### src/rtl/freq_sel_ctrl.sv
// -----------------------------------------------------------------------------
// freq_sel_ctrl
// Front-panel frequency selector for the divider. Debounces the up/down
// buttons, steps a saturating 3-bit index (with press-and-hold auto-repeat),
// accepts a direct load, and drives the divider's frequency code.
//
// Ports
//   clk       in   system clock, rising edge
//   reset     in   asynchronous, active-high reset
//   btn_up    in   raw up button (asynchronous, bouncing)
//   btn_down  in   raw down button (asynchronous, bouncing)
//   load_en   in   one-cycle request to load load_idx (wins over a step)
//   load_idx  in   index to load, 0..7
//   frecnum   out  frequency code for the divider (registered)
//   freq_idx  out  current index (registered)
//   changed   out  one-cycle pulse after freq_idx takes a new value
// -----------------------------------------------------------------------------
module freq_sel_ctrl #(
  parameter int unsigned DEB_CYCLES    = 12500,
  parameter int unsigned HOLD_CYCLES   = 2500000,
  parameter int unsigned REPEAT_CYCLES = 625000
) (
  input  logic       clk,
  input  logic       reset,
  input  logic       btn_up,
  input  logic       btn_down,
  input  logic       load_en,
  input  logic [2:0] load_idx,
  output logic [7:0] frecnum,
  output logic [2:0] freq_idx,
  output logic       changed
);

  localparam int unsigned DEB_W   = (DEB_CYCLES > 2) ? $clog2(DEB_CYCLES) : 1;
  localparam int unsigned TMR_MAX = (HOLD_CYCLES > REPEAT_CYCLES) ? HOLD_CYCLES : REPEAT_CYCLES;
  localparam int unsigned TMR_W   = (TMR_MAX > 2) ? $clog2(TMR_MAX) : 1;

  localparam logic [DEB_W-1:0] DEB_LAST  = DEB_W'(DEB_CYCLES - 1);
  localparam logic [TMR_W-1:0] HOLD_LAST = TMR_W'(HOLD_CYCLES - 1);
  localparam logic [TMR_W-1:0] REP_LAST  = TMR_W'(REPEAT_CYCLES - 1);

  typedef enum logic [1:0] {
    S_IDLE     = 2'd0,
    S_HOLD     = 2'd1,
    S_REPEAT   = 2'd2,
    S_WAIT_REL = 2'd3
  } state_t;

  // Bit 0 = up button, bit 1 = down button throughout.
  logic [1:0]       w_raw;
  logic [1:0]       r_sync1;
  logic [1:0]       r_sync2;
  logic [1:0]       r_deb;
  logic [DEB_W-1:0] r_deb_cnt [2];

  logic [1:0]       r_vld;
  logic             r_armed;

  state_t           r_state;
  state_t           w_state_nxt;
  logic             r_dir;
  logic [TMR_W-1:0] r_tmr;

  logic             w_u;
  logic             w_d;
  logic             w_held;
  logic             w_other;
  logic             w_step_up;
  logic             w_step_dn;
  logic             w_tmr_clr;
  logic             w_dir_load;

  logic [2:0]       r_freq_idx;
  logic [2:0]       w_idx_nxt;
  logic [7:0]       r_frecnum;
  logic [7:0]       w_code_nxt;
  logic             r_changed;

  assign w_raw = {btn_down, btn_up};

  // Two-flop synchronizer plus per-button debounce counter.
  always_ff @(posedge clk or posedge reset) begin
    if (reset) begin
      r_sync1 <= 2'b00;
      r_sync2 <= 2'b00;
      r_deb   <= 2'b00;
      for (int i = 0; i < 2; i++) r_deb_cnt[i] <= '0;
    end else begin
      r_sync1 <= w_raw;
      r_sync2 <= r_sync1;
      for (int i = 0; i < 2; i++) begin
        if (r_sync2[i] == r_deb[i]) begin
          r_deb_cnt[i] <= '0;
        end else if (r_deb_cnt[i] == DEB_LAST) begin
          r_deb[i]     <= ~r_deb[i];
          r_deb_cnt[i] <= '0;
        end else begin
          r_deb_cnt[i] <= r_deb_cnt[i] + DEB_W'(1);
        end
      end
    end
  end

  // A button still held through reset must not cause a step once reset is
  // released: the FSM only sees the buttons after both have been observed
  // released (synchronizer filled, synchronized and debounced levels all low).
  always_ff @(posedge clk or posedge reset) begin
    if (reset) begin
      r_vld   <= 2'b00;
      r_armed <= 1'b0;
    end else begin
      r_vld   <= {r_vld[0], 1'b1};
      r_armed <= r_armed | (r_vld[1] & ~(|r_sync2) & ~(|r_deb));
    end
  end

  assign w_u     = r_deb[0] & r_armed;
  assign w_d     = r_deb[1] & r_armed;
  assign w_held  = r_dir ? w_u : w_d;
  assign w_other = r_dir ? w_d : w_u;

  // FSM state register.
  always_ff @(posedge clk or posedge reset) begin
    if (reset) r_state <= S_IDLE;
    else       r_state <= w_state_nxt;
  end

  // FSM next-state logic.
  always_comb begin
    w_state_nxt = r_state;
    case (r_state)
      S_IDLE: begin
        if (w_u && w_d)      w_state_nxt = S_WAIT_REL;
        else if (w_u ^ w_d)  w_state_nxt = S_HOLD;
      end
      S_HOLD: begin
        if (!w_held)                w_state_nxt = S_IDLE;
        else if (w_other)           w_state_nxt = S_WAIT_REL;
        else if (r_tmr == HOLD_LAST) w_state_nxt = S_REPEAT;
      end
      S_REPEAT: begin
        if (!w_held)       w_state_nxt = S_IDLE;
        else if (w_other)  w_state_nxt = S_WAIT_REL;
      end
      S_WAIT_REL: begin
        if (!w_u && !w_d)  w_state_nxt = S_IDLE;
      end
      default: w_state_nxt = S_IDLE;
    endcase
  end

  // FSM outputs: step requests, timer clear, direction capture.
  always_comb begin
    w_step_up  = 1'b0;
    w_step_dn  = 1'b0;
    w_tmr_clr  = 1'b0;
    w_dir_load = 1'b0;
    case (r_state)
      S_IDLE: begin
        if (w_u ^ w_d) begin
          w_step_up  = w_u;
          w_step_dn  = w_d;
          w_tmr_clr  = 1'b1;
          w_dir_load = 1'b1;
        end
      end
      S_HOLD: begin
        if (w_held && !w_other && (r_tmr == HOLD_LAST)) begin
          w_step_up = r_dir;
          w_step_dn = ~r_dir;
          w_tmr_clr = 1'b1;
        end
      end
      S_REPEAT: begin
        if (w_held && !w_other && (r_tmr == REP_LAST)) begin
          w_step_up = r_dir;
          w_step_dn = ~r_dir;
          w_tmr_clr = 1'b1;
        end
      end
      default: ;
    endcase
  end

  // Hold/repeat timer and held-button direction.
  always_ff @(posedge clk or posedge reset) begin
    if (reset) begin
      r_tmr <= '0;
      r_dir <= 1'b0;
    end else begin
      if (w_tmr_clr)                                   r_tmr <= '0;
      else if (r_state == S_HOLD || r_state == S_REPEAT) r_tmr <= r_tmr + TMR_W'(1);
      else                                             r_tmr <= '0;
      if (w_dir_load) r_dir <= w_u;
    end
  end

  // Next index: load wins, steps saturate at 0 and 7.
  always_comb begin
    w_idx_nxt = r_freq_idx;
    if (load_en)                              w_idx_nxt = load_idx;
    else if (w_step_up && r_freq_idx != 3'd7) w_idx_nxt = r_freq_idx + 3'd1;
    else if (w_step_dn && r_freq_idx != 3'd0) w_idx_nxt = r_freq_idx - 3'd1;
  end

  // Index-to-code map.
  always_comb begin
    w_code_nxt = 8'd30;
    case (w_idx_nxt)
      3'd0: w_code_nxt = 8'd30;
      3'd1: w_code_nxt = 8'd50;
      3'd2: w_code_nxt = 8'd75;
      3'd3: w_code_nxt = 8'd100;
      3'd4: w_code_nxt = 8'd125;
      3'd5: w_code_nxt = 8'd150;
      3'd6: w_code_nxt = 8'd175;
      3'd7: w_code_nxt = 8'd200;
      default: w_code_nxt = 8'd30;
    endcase
  end

  // Output registers.
  always_ff @(posedge clk or posedge reset) begin
    if (reset) begin
      r_freq_idx <= 3'd0;
      r_frecnum  <= 8'd30;
      r_changed  <= 1'b0;
    end else begin
      r_freq_idx <= w_idx_nxt;
      r_frecnum  <= w_code_nxt;
      r_changed  <= (w_idx_nxt != r_freq_idx);
    end
  end

  assign freq_idx = r_freq_idx;
  assign frecnum  = r_frecnum;
  assign changed  = r_changed;

endmodule

### config.mk
export PLATFORM = sky130hd
export DESIGN_NAME = freq_sel_ctrl
export DESIGN_NICKNAME = d
export VERILOG_FILES = /design/src/rtl/freq_sel_ctrl.sv
export SDC_FILE = /design/constraint.sdc
export NUM_CORES = 1
export LEC_CHECK = 0
export CAP_MARGIN = 0
export CORE_ASPECT_RATIO = 0.9
export CORE_UTILIZATION = 60
export DETAILED_ROUTE_END_ITERATION = 10
export PLACE_DENSITY = 0.77
export SYNTH_ARGS = -nofsm -noshare
export SYNTH_HDL_FRONTEND = slang
export SYNTH_SLANG_ARGS = --single-unit
export TNS_END_PERCENT = 50
### constraint.sdc
create_clock -name clk -period 3.1 [get_ports clk]
set_input_delay 0.62 -clock clk [delete_from_list [all_inputs] [get_ports clk]]
set_output_delay 0.62 -clock clk [all_outputs]
set_load 0.05 [all_outputs]
Yosys cells after proc, flatten, opt, wreduce, memory -nomap -nowiden
Memory sizes are Yosys's and may differ from the RTL's. A register that Yosys moved wholly into a read port is not among the register bits.
Index checks and enable logic that the tools add are counted.
{ "op_classes": {"add_sub_neg": 5, "n_eq_ne": 15, "n_mux": 33, "bitwise": 13, "reduce_logical": 18} }
{ "op_table": {"columns": ["cell", "n"], "rows": [
  ["$mux W14", 4],
  ["$mux W22", 2],
  ["$add A14 B1 Y14 const B", 2],
  ["$eq A14 B14 Y1 const B", 2],
  ["$add A22 B1 Y22 const B", 1],
  ["$eq A22 B20 Y1 const B", 1],
  ["$eq A22 B22 Y1 const B", 1],
  ["$mux W2", 8],
  ["$mux W1", 12],
  ["$mux W3", 3],
  ["$ne A3 B3 Y1 const B", 3],
  ["$pmux W1 S3", 3],
  ["$pmux W2 S4", 1],
  ["$logic_and A1 B1 Y1", 7],
  ["$not A1 Y1", 7],
  ["$and A1 B1 Y1", 4],
  ["$eq A2 B2 Y1 const B", 2],
  ["$ne A4 B4 Y1 const B", 1],
  ["$reduce_and A2 Y1", 2],
  ["$reduce_and A4 Y1", 1],
  ["$reduce_or A2 Y1", 2],
  ["$add A3 B1 Y3 const B", 1],
  ["$logic_not A1 Y1", 3],
  ["$ne A3 B3 Y1", 1],
  ["9 further kinds", 10]
]} }
{ "totals": {"regBits": 66, "mem_bits_ro": 64, "inputBits": 8, "out_inout_bits": 12, "wordCells": 98, "mem_count": 1} }
{ "mem_list": {"columns": ["name", "depth", "word_bits", "rd", "rd_clocked_by_memory_dff", "write_ports", "line_no", "text"], "rows": [
  ["(name not given)", 8, 8, 1, 1, 0, "209", "case (w_idx_nxt)"]
]} }

Longest topological paths before layout
{ "depth": {"ltp_word": 12, "ltp_mapped": 12, "ltp_nobuf": 12} }

Worst setup path before layout
No wires, ideal clock.
{ "synth_timing": {"path_type": "register to register", "startpoint": "reg r_freq_idx[0] (netlist: freq_idx[0])", "endpoint": "reg r_frecnum[0] (netlist: frecnum[0])", "t_arrival_ns": 2.702, "t_required_ns": 2.975, "slack_ns": 0.273, "stages_incl_launch_ff": 11, "path_buffers": 1, "path_cell_list": "dfrtp_1 inv_1 ha_1 nor2b_1 or3b_1 or4_1 nor2_1 a311oi_1 a31o_1 buf_4 mux2_2"} }
{ "synth_via": {"elab_chain_cells": 5} }
{ "synth_rtl": {"columns": ["element", "line_no", "text"], "rows": [
  ["start: declaration", "73", "logic [2:0] r_freq_idx;"],
  ["start signal: assignment", "229", "r_freq_idx <= w_idx_nxt;"],
  ["branches (longest 3 deep; another with $sub A3 B1 Y3)", null, null],
  ["$mux W3 (*)", "202", "else if (w_step_up && r_freq_idx != 3'd7) w_idx_nxt = r_freq_idx + 3'd1;"],
  ["$mux W3 (*)", "201", "if (load_en) w_idx_nxt = load_idx;"],
  ["end: declaration", "75", "logic [7:0] r_frecnum;"]
]} }
Every way passes the cells marked *.
A chain may end at the register's enable or synchronous reset.

Worst setup path in the final report
{ "layout_timing": {"startpoint": "reg r_deb[1]", "endpoint": "reg r_frecnum[0] (netlist: frecnum[0])"} }
{ "layout_via": {"elab_chain_cells": 11} }
{ "layout_rtl": {"columns": ["element", "line_no", "text"], "rows": [
  ["start: declaration", "53", "logic [1:0] r_deb;"],
  ["start signal: indexed assignment", "95", "r_deb[i] <= ~r_deb[i];"],
  ["$and A1 B1 Y1 (*)", "118", "assign w_d = r_deb[1] & r_armed;"],
  ["$mux W1", "120", "assign w_other = r_dir ? w_d : w_u;"],
  ["$logic_not A1 Y1", "168, 175", null],
  ["$logic_and A1 B1 Y1", "168, 175", null],
  ["$logic_and A1 B1 Y1 (on tied branches)", "175, 168", null],
  ["$mux W1 (on tied branches)", "175, 168", null],
  ["$pmux W1 S3", "158", "case (r_state)"],
  ["$logic_and A1 B1 Y1", "203", "else if (w_step_dn && r_freq_idx != 3'd0) w_idx_nxt = r_freq_idx - 3'd1;"],
  ["$mux W3", "203", null],
  ["$mux W3 (*)", "202", null],
  ["$mux W3 (*)", "201", null],
  ["via w_idx_nxt[0]", "74", "logic [2:0] w_idx_nxt;"]
]} }
Mark *: on every way through the listed nets, which the timed path passes. The rest lies on a longest branch.

==> qor.txt <==
most frequent cells in the layout -> 70 x dfrtp_1, 63 x nor2_1, 31 x nand2_1, 29 x xor2_1
post-synthesis sequential area ratio -> 0.461
Max IR drop VDD -> 0.339 mV
post-DR vias/cell -> 5.71
# nets final -> 462
clock insertion delay at the later pin of the skew report -> 0.35 ns
CTS Sinks -> 74
CTS tree -> done
Worst R2R Setup Slack -> 0.22 ns
Yosys reg bits -> 74
Port Buffers -> 19
Initial DRC Count -> 157
clk buf depth -> 2
Critical Path RT -> 3.34 ns
CP startpoint kind -> register
Max-slew headroom -> 0.665
post-synth net total -> 436
die area -> 7050 um^2
first-pass GRT wire length -> 12900 um
synthesized netlist cell count -> 407
Final WS setup -> 0.225 ns
DIE HEIGHT -> 79.7 um
pin count of the biggest net entering global routing -> 75
worst reg2reg path endpoint -> frecnum[0]
crit path DAT -> 3.11 ns
clock slew at reported path FFs -> 0.08 ns
Tcrit/Tclk final -> 0.927
Placement Rows -> 27
Core Area -> 6280 um^2
worst setup path endpoint -> frecnum[0]
area leader, netlist -> dfrtp_1
HP Class -> reg -> reg
Leakage -> 1.92 nW
crit path kind -> reg -> reg
Starting Density -> 0.641
max_cap viols -> 0
hold path startpoint -> r_vld[0]
Synth top area share -> 0.435
IO Count -> 20
Setup crit start -> r_deb[1]
# setup viols final -> 0
Total GRT Usage -> 0.240
Worst setup EP type -> register
reg2reg path depth -> 12
run status -> complete, no violations
number of library cell types mapped by synthesis -> 62
fin crit period -> 2.88 ns
Fmax -> 0.348 GHz
drc violations -> 0
via count -> 2997
met2 Use GR -> 0.363
grt total ovfl -> 0
hpwl dp -> 5090 um
Synth Flop Type -> dfrtp_1
H-tree Lvls -> 3
M1 GR Usage -> 0.337
vias in the first global route -> 2802
Critical R2R Launch -> r_deb[1]
DRT Wirelength -> 7640 um
met3 Usage GRT -> 0.0569
CP max FO -> 7
Pins Over Slew Limit -> 0
GPL Wtd Cong -> 0.879
share of cells above drive strength 1 -> 0.0913
Die Width -> 88.4 um
FFs w/ async S/R, synth -> 1.00
syn avg cell area -> 9.90 um^2
number of synthesized flops with an enable pin -> 0
commonest non-fill, non-tap cell in the layout -> dfrtp_1
Worst Hold Margin -> 0.352 ns
Final ANT Viol Nets -> 0
yosys warns -> 0
most crowded layer after global routing -> met2
worst slack at placement -> 0.206 ns
final hold violations -> 0
drt first pass iters -> 4
fillcell total -> 456
Netlist Area Pre-Place -> 4030 um^2
ant diodes -> 0
CTS root buf -> clkbuf_8
drt wl/cell -> 14.6 um
pwr/cell area -> 456 nW/um^2
top post-synthesis cells by area -> dfrtp_1 43%, ha_1 6.5%, xor2_1 6.3%
initial antenna violation count -> 0
Syn-to-layout area delta -> 13.8%
clk_skew -> 0.00565 ns
slew at the pin closest to its max-slew limit -> 0.501 ns
CTS buffer count -> 9
report_power, final:
group	switching, mW	total [mW]	leakage [nW]	internal [mW]
Combinational	0.130	0.205	0.829	0.0747
Clock	0.369	0.870	0.116	0.501
Sequential	0.0185	1.01	0.974	0.995
logic make-up (layout without fill, tap and decap cells):
kind of cell | Yosys count | after routing | synth area share
and+or+nand+nor | 185 | 185 | 0.247
xor gates and xnor gates | 48 | 48 | 0.104
other | 1 | 1 | 0.000931
AOI/OAI and AO/OA | 40 | 40 | 0.0702
DFF | 74 | 74 | 0.461
adders and majority gates | 21 | 21 | 0.0652
muxes | 9 | 9 | 0.0236
buffers and inverters | 29 | 60 | 0.0283
repair_timing:
action / CTS / global route
hold buffers: 0 / 0
buffers inserted: 0 / 2
endpoints found under the hold margin: 0 / 0
setup endpoints to repair: 0 / 4
gates resized for setup: 0 / 1
critical path: stages (launching register included):
cell      delay, ns
dfrtp_1        0.45
nand2_1        0.20
inv_1          0.12
ha_1           0.19
nand2_1        0.18
a211oi_2       0.29
nor2_1         0.08
o32ai_2        0.34
xnor2_1        0.12
o21ai_2        0.27
inv_2          0.08
ha_1           0.18
mux2_2         0.26
Yosys cell counts (all sizes together), types with 2 or more instances:
cell type  number
o21ai          13
nand2b          5
xor2           29
nand3          21
buf             2
dfstp           4
and3            5
nor3            8
or4bb           2
nor4            8
o21a            2
nand4          10
or4b            2
a221oi          2
nand2          31
nand4b          3
nor2           63
a22oi           4
or4             2
xnor2          19
mux2            4
inv            19
and4            6
nor4b           2
or3             4
nor4bb          3
ha             21
a21oi           6
dfrtp          70
mux2i           5
and4b           2
clkbuf          8
area by class of cell:
type / instances / area (um^2) / area share
Clock buffer: 11 / 151 / 0.0330
Clock inverter: 5 / 85.1 / 0.0186
Inverter: 19 / 71.3 / 0.0156
Multi-Input combinational cell: 304 / 2060 / 0.450
Sequential cell: 74 / 1860 / 0.405
Tap cell: 87 / 109 / 0.0237
Timing Repair Buffer: 25 / 248 / 0.0540
flip-flops by register name, summed over array words and instances (netlist names), 2 cells and up:
register	cells
frecnum	8
freq_idx	3
r_deb	2
r_deb_cnt	28
r_state	2
r_sync1	2
r_sync2	2
r_tmr	22
r_vld	2
metrics by stage:
step | total power, mW | area [um^2] | setup TNS [ns] | util | instances
final | 2.09 | 4580 | 0 | 0.730 | 525
after floorplan | 1.17 | 4030 | 0 | - | 407
after CTS | 2.11 | 4560 | 0 | 0.726 | 523
after global placement | 1.23 | 4330 | 0 | 0.689 | 507
after detailed placement | 1.24 | 4330 | 0 | 0.689 | 507
after global routing | 2.17 | 4580 | -0.00107 | 0.730 | 525
how the worst min path moves through the flow:
stage,depth (start not counted),to
4_1_cts,0,r_vld[1]
3_5_place_dp,0,r_vld[1]
5_1_grt,0,r_sync2[1]
2_1_floorplan,0,r_sync2[0]
3_3_place_gp,0,r_vld[1]
6_report,0,r_vld[1]
per-layer routing:
metal	wire, um	vias up
met3	277	6
met5	0	-
met1	3700	1469
li1	-	1468
met4	86	0
met2	3570	54
Power figures use the tool's default switching activity.
